==> config.mk <==
export PLATFORM = sky130hd
export DESIGN_NAME = alarm_input_conditioner
export DESIGN_NICKNAME = d
export VERILOG_FILES = /design/src/rtl/alarm_pkg.sv /design/src/rtl/debounce_cell.sv /design/src/rtl/alarm_input_conditioner.sv
export SDC_FILE = /design/constraint.sdc
export NUM_CORES = 1
export LEC_CHECK = 0
export BUFFER_PORTS_ARGS = -buffer_cell sky130_fd_sc_hd__buf_2
export CAP_MARGIN = 40
export CORE_UTILIZATION = 55
export CTS_CLUSTER_SIZE = 14
export DETAILED_ROUTE_END_ITERATION = 10
export PLACE_DENSITY_LB_ADDON = 0.12
export REMOVE_ABC_BUFFERS = 1
export SLEW_MARGIN = 20
export SYNTH_ARGS = -nofsm -noshare
export SYNTH_HDL_FRONTEND = slang
export SYNTH_SLANG_ARGS = --single-unit
==> constraint.sdc <==
create_clock -name clk -period 1.7 [get_ports clk]
set_input_delay 0.34 -clock clk [delete_from_list [all_inputs] [get_ports clk]]
set_output_delay 0.34 -clock clk [all_outputs]
set_load 0.01 [all_outputs]
==> src/rtl/alarm_pkg.sv <==
// alarm_pkg: shared state encodings for the alarm input conditioner and the downstream alarm FSM.
//   Qualifier states: IDLE, WINDOW, TRIPPED.
//   Alarm FSM states: ALM_DISARMED, ALM_ARMED, ALM_PENDING, ALM_ALARM.
package alarm_pkg;
  typedef enum logic [1:0] {
    IDLE    = 2'b00,
    WINDOW  = 2'b01,
    TRIPPED = 2'b10
  } qual_state_t;
  localparam logic [1:0] ALM_DISARMED = 2'b00;
  localparam logic [1:0] ALM_ARMED    = 2'b01;
  localparam logic [1:0] ALM_PENDING  = 2'b10;
  localparam logic [1:0] ALM_ALARM    = 2'b11;
endpackage

==> src/rtl/debounce_cell.sv <==
// debounce_cell: two-flop synchroniser followed by a consecutive-cycle debouncer.
//   clk, rst_n : clock, async active-low reset
//   i_ena      : when low the counter and stable value hold (synchroniser keeps running)
//   i_raw      : asynchronous raw input
//   o_stable   : debounced level
module debounce_cell #(
  parameter int DEBOUNCE_CYCLES = 4
) (
  input  logic clk,
  input  logic rst_n,
  input  logic i_ena,
  input  logic i_raw,
  output logic o_stable
);
  localparam logic [7:0] CNT_LAST = 8'(DEBOUNCE_CYCLES - 1);
  logic [1:0] r_sync;
  logic [7:0] r_cnt;
  logic       r_stable;
  always_ff @(posedge clk or negedge rst_n) begin
    if (!rst_n) begin
      r_sync   <= '0;
      r_cnt    <= '0;
      r_stable <= 1'b0;
    end else begin
      r_sync <= {r_sync[0], i_raw};
      if (i_ena) begin
        if (r_sync[1] == r_stable) r_cnt <= '0;
        else if (r_cnt == CNT_LAST) begin
          r_stable <= r_sync[1];
          r_cnt    <= '0;
        end else r_cnt <= r_cnt + 8'd1;
      end
    end
  end
  assign o_stable = r_stable;
endmodule

==> src/rtl/alarm_input_conditioner.sv <==
// alarm_input_conditioner: debounces arm/sensor/confirm inputs and qualifies sensor hits into a sticky trip.
//   clk, rst_n     : clock, async active-low reset
//   ena            : clock enable for debounce, qualifier and outputs
//   arm_raw, sensor_raw, confirm_raw : asynchronous raw board inputs
//   clear_i        : returns the qualifier to IDLE and drops trip_o
//   arm_o          : debounced arm level
//   trip_o         : sticky qualified trip
//   confirm_o      : debounced confirm gated by trip_o, registered
//   hit_count      : hits counted in the current window
//   window_active  : qualifier is in WINDOW
module alarm_input_conditioner
  import alarm_pkg::*;
#(
  parameter int DEBOUNCE_CYCLES = 4,
  parameter int WINDOW_CYCLES   = 16,
  parameter int TRIP_HITS       = 2
) (
  input  logic       clk,
  input  logic       rst_n,
  input  logic       ena,
  input  logic       arm_raw,
  input  logic       sensor_raw,
  input  logic       confirm_raw,
  input  logic       clear_i,
  output logic       arm_o,
  output logic       trip_o,
  output logic       confirm_o,
  output logic [3:0] hit_count,
  output logic       window_active
);
  logic        w_arm, w_sensor, w_confirm, w_hit;
  logic [3:0]  w_count_inc, w_count_nx;
  logic [15:0] w_timer_nx;
  qual_state_t w_state_nx, r_state;
  logic [15:0] r_timer;
  logic [3:0]  r_hit_count;
  logic        r_sensor_prev, r_confirm;
  debounce_cell #(.DEBOUNCE_CYCLES(DEBOUNCE_CYCLES)) u_arm (
    .clk(clk), .rst_n(rst_n), .i_ena(ena), .i_raw(arm_raw), .o_stable(w_arm)
  );
  debounce_cell #(.DEBOUNCE_CYCLES(DEBOUNCE_CYCLES)) u_sensor (
    .clk(clk), .rst_n(rst_n), .i_ena(ena), .i_raw(sensor_raw), .o_stable(w_sensor)
  );
  debounce_cell #(.DEBOUNCE_CYCLES(DEBOUNCE_CYCLES)) u_confirm (
    .clk(clk), .rst_n(rst_n), .i_ena(ena), .i_raw(confirm_raw), .o_stable(w_confirm)
  );
  // The edge register holds with ena, so a pending hit survives an ena=0 gap.
  assign w_hit       = w_sensor & ~r_sensor_prev;
  assign w_count_inc = (r_hit_count == 4'hF) ? 4'hF : r_hit_count + 4'd1;
  always_comb begin
    w_state_nx = r_state;
    w_timer_nx = r_timer;
    w_count_nx = r_hit_count;
    if (clear_i) begin
      w_state_nx = IDLE;
      w_timer_nx = '0;
      w_count_nx = '0;
    end else begin
      case (r_state)
        IDLE: begin
          if (w_hit) begin
            if (TRIP_HITS == 1) w_state_nx = TRIPPED;
            else begin
              w_state_nx = WINDOW;
              w_count_nx = 4'd1;
              w_timer_nx = '0;
            end
          end
        end
        WINDOW: begin
          w_timer_nx = r_timer + 16'd1;
          if (w_hit) w_count_nx = w_count_inc;
          // Trip wins over expiry when the last window cycle carries a hit.
          if (w_hit && w_count_inc == 4'(TRIP_HITS)) w_state_nx = TRIPPED;
          else if (r_timer == 16'(WINDOW_CYCLES - 1)) begin
            w_state_nx = IDLE;
            w_count_nx = '0;
          end
        end
        TRIPPED: ;
        default: w_state_nx = IDLE;
      endcase
    end
  end
  always_ff @(posedge clk or negedge rst_n) begin
    if (!rst_n) begin
      r_state       <= IDLE;
      r_timer       <= '0;
      r_hit_count   <= '0;
      r_sensor_prev <= 1'b0;
      r_confirm     <= 1'b0;
    end else if (ena) begin
      r_state       <= w_state_nx;
      r_timer       <= w_timer_nx;
      r_hit_count   <= w_count_nx;
      r_sensor_prev <= w_sensor;
      r_confirm     <= w_confirm & trip_o;
    end
  end
  assign arm_o         = w_arm;
  assign trip_o        = (r_state == TRIPPED);
  assign window_active = (r_state == WINDOW);
  assign confirm_o     = r_confirm;
  assign hit_count     = r_hit_count;
endmodule

==> metrics.yaml <==
clockBufferDepth: 2
post_synth.cell_area_avg_um2: 9.87
hpwl_mm: 4.59
grt_pass1_wl_mm: 11.8
drc: 0
htreeDepth: 3
crit_path_start: "r_sensor_prev"
hold_buffers: 0
wire_per_inst_um: 15.5
synth_seq_cells: 57
synth-edff-count: 0
async_flop_share: 1.00
synth_top_area_cell: "dfrtp_1"
hold_viol_final: 7
drt_iter0_markers: 193
synth_mux_area_frac: 0.0352
p_int_mw: 2.89
powerDensity_nw_per_um2: 1190
synth_top_family_by_area: "simple AND/OR/NAND/NOR gates"
insertion_delay_ns: 0.33
final_cell_count_no_fill: 434
rr_worst_depth: 5
antenna_found_initial: 0
startpoint_type: "flip-flop"
synth_most_common_cell: "dfrtp_1"
maxCapViolCount: 0
path_cells: "and2b_1, buf_4, nand2_1, o311ai_0, a31oi_1"
syn_to_final_growth_pct: 21.0
final_core_util: 0.702
ant_nets: 0
worstReg2RegStart: "r_sensor_prev"
numCtsBuffers: 9
avgViaCountPerCell: 5.97
yosys_warnings: 0
cts.sinks: 57
worstPathRequired_ns: 1.90
synthTopCellsByArea: "dfrtp_1 47%, o21ai_0 4.3%, nand3_1 4.0%"
wl_mm: 6.72
clkSlewWorstSetupHoldPaths_ns: 0.06
yosys.area_share.simple: 0.228
place_inst: 415
synthTopCellsByCount: "57 x dfrtp_1, 26 x o21ai_0, 24 x nand3_1"
min_period_ns: 1.64
power_frac_clock: 0.278
vias: 2590
timing.hold.ws_ns: -0.00977
core_area_um2: 5200
grt.overflow.total: 0
rsz0062_at_grt: "true"
grt_usage: 0.260
crit_type: "flip-flop to flip-flop"
pwr-share-seq: 0.389
peakVddDrop_mv: 0.855
die_x_um: 76.1
antenna_cells: 0
critPathCapture: "r_state[0]"
outcome: "finished, violations left"
fin_nets: 372
firstDrtPassIters: 5
worst_setup_path_end_kind: "flip-flop"
grt_pass1_vias: 2508
skew_ns: 0.00586
synth_flop_cell: "dfrtp_1"
ys_seq_area_frac: 0.472
fmax_ghz: 0.610
synthXorXnorAreaFrac: 0.0319
synth_compound_gate_area_share: 0.181
finalSetupTns_ns: 0
switching_share: 0.335
ys_types: 48
leakagePower_nw: 1.67
period_share: 0.964
r2r_slack_ns: 0.06
power.switching_mw: 1.46
power.combinational.fraction: 0.334
initial_utilization: 0.581
synth_area_um2: 3020
grt_max_degree: 58
synth_top_area_frac: 0.472
postSynthCellCount: 306
io_pins: 15
critPathArrivalTime_ns: 1.84
crit_slowest_cell: "dfrtp_1"
cts_root_buf: "clkbuf_8"
die_h_um: 76.1
drive_above_1_share: 0.228
r2r_end: "r_state[0]"
max_slew_margin: 0.678
port_buffers: 14
hp-class: "input port to async pin"
synth_fa_ha_area_frac: 0.0248
cp_max_fo: 8
worstMarginPinSlew_ns: 0.481
setup_viol: 0
die-area_um2: 5790
cts_tree: "built"
violations: "hold timing"
core.rowCount: 26
max_stage_delay_ns: 0.38
drv_slew: 0
routabilityCongestion: 0.875
stage by stage:
step	instance area [µm²]	total power, mW	setup slack [ns]
5_1_grt	3660	4.63	-0.0150
3_3_place_gp	3400	3.05	0.0449
3_5_place_dp	3400	3.09	-0.142
4_1_cts	3600	4.32	0.00544
6_report	3660	4.35	0.0610
2_1_floorplan	2970	2.50	0.0381
kinds of logic after synthesis:
logic type	count (synthesis)
simple gates	123
compound gates	81
buf+inv	18
flops	57
mux	10
xor+xnor	11
fa+ha+maj	6
power groups by stage:
stage | clock network [mW] | registers, mW | logic, mW
floorplan | 0 | 1.77 | 0.735
global placement | 0 | 1.71 | 1.35
detailed placement | 0 | 1.71 | 1.38
CTS | 1.23 | 1.69 | 1.40
global route | 1.30 | 1.72 | 1.61
finish | 1.21 | 1.69 | 1.45
flip-flops by register name (all words and copies together), names as in the netlist:
signal              flops
r_state                 2
u_confirm.o_stable      1
r_sensor_prev           1
u_sensor.r_cnt          8
u_arm.o_stable          1
u_confirm.r_sync        2
r_timer                16
u_confirm.r_cnt         8
hit_count               4
u_arm.r_sync            2
u_sensor.r_sync         2
u_arm.r_cnt             8
u_sensor.o_stable       1
confirm_o               1
critical path, delay by kind of cell (launching register included):
kind | cells | cell delay (ns)
buf+inv | 1 | 0.21
simple gates | 2 | 0.40
flops | 1 | 0.38
compound gates | 2 | 0.52
metal layers:
layer	share of wire	track usage
met2	0.46	0.407
met3	0.039	0.0431
met5	0	0
met1	0.48	0.356
met4	0.015	0.119
final cells by class:
type / instances / area (µm²)
well taps: 70 / 87.6
repair buffers: 51 / 360
inverters: 8 / 30.0
fillers: 406 / 1550
clock buffers: 14 / 183
clock inverters: 2 / 10.0
flip-flops and latches: 57 / 1430
multi-input cells: 232 / 1560
layout by cell type, fill, tap and decap left out, drive strengths merged, types with 6 or more instances in the layout:
| master | count |
|---|---|
| dfrtp | 57 |
| buf | 51 |
| o21ai | 26 |
| nand3 | 24 |
| nor2 | 20 |
| nand2 | 18 |
| clkbuf | 14 |
| a21oi | 12 |
| o31ai | 11 |
| and3 | 9 |
| inv | 8 |
| nor3 | 8 |
| a22o | 8 |
| xor2 | 7 |
| nor2b | 6 |
| a211oi | 6 |
| or4 | 6 |
| ha | 6 |
timing repair:
item / 4_1_cts / 5_1_grt
resized for setup: 2 / 6
pin swaps: 0 / 1
endpoints found under the setup margin: 12 / 18
gates cloned: 0 / 1
setup buffers: 0 / 2
how the worst min path moves through the flow:
stage	endpoint	slack [ns]	startpoint
6_report	u_arm.r_cnt[2]	-0.01	rst_n
5_1_grt	u_arm.r_cnt[2]	0.04	rst_n
4_1_cts	u_confirm.r_cnt[6]	0.003	rst_n
3_5_place_dp	u_sensor.r_sync[1]	0.34	u_sensor.r_sync[0]
3_3_place_gp	u_sensor.r_sync[1]	0.33	u_sensor.r_sync[0]
2_1_floorplan	confirm_o	0.04	rst_n
No activity file was read; power rests on OpenSTA's default activity.
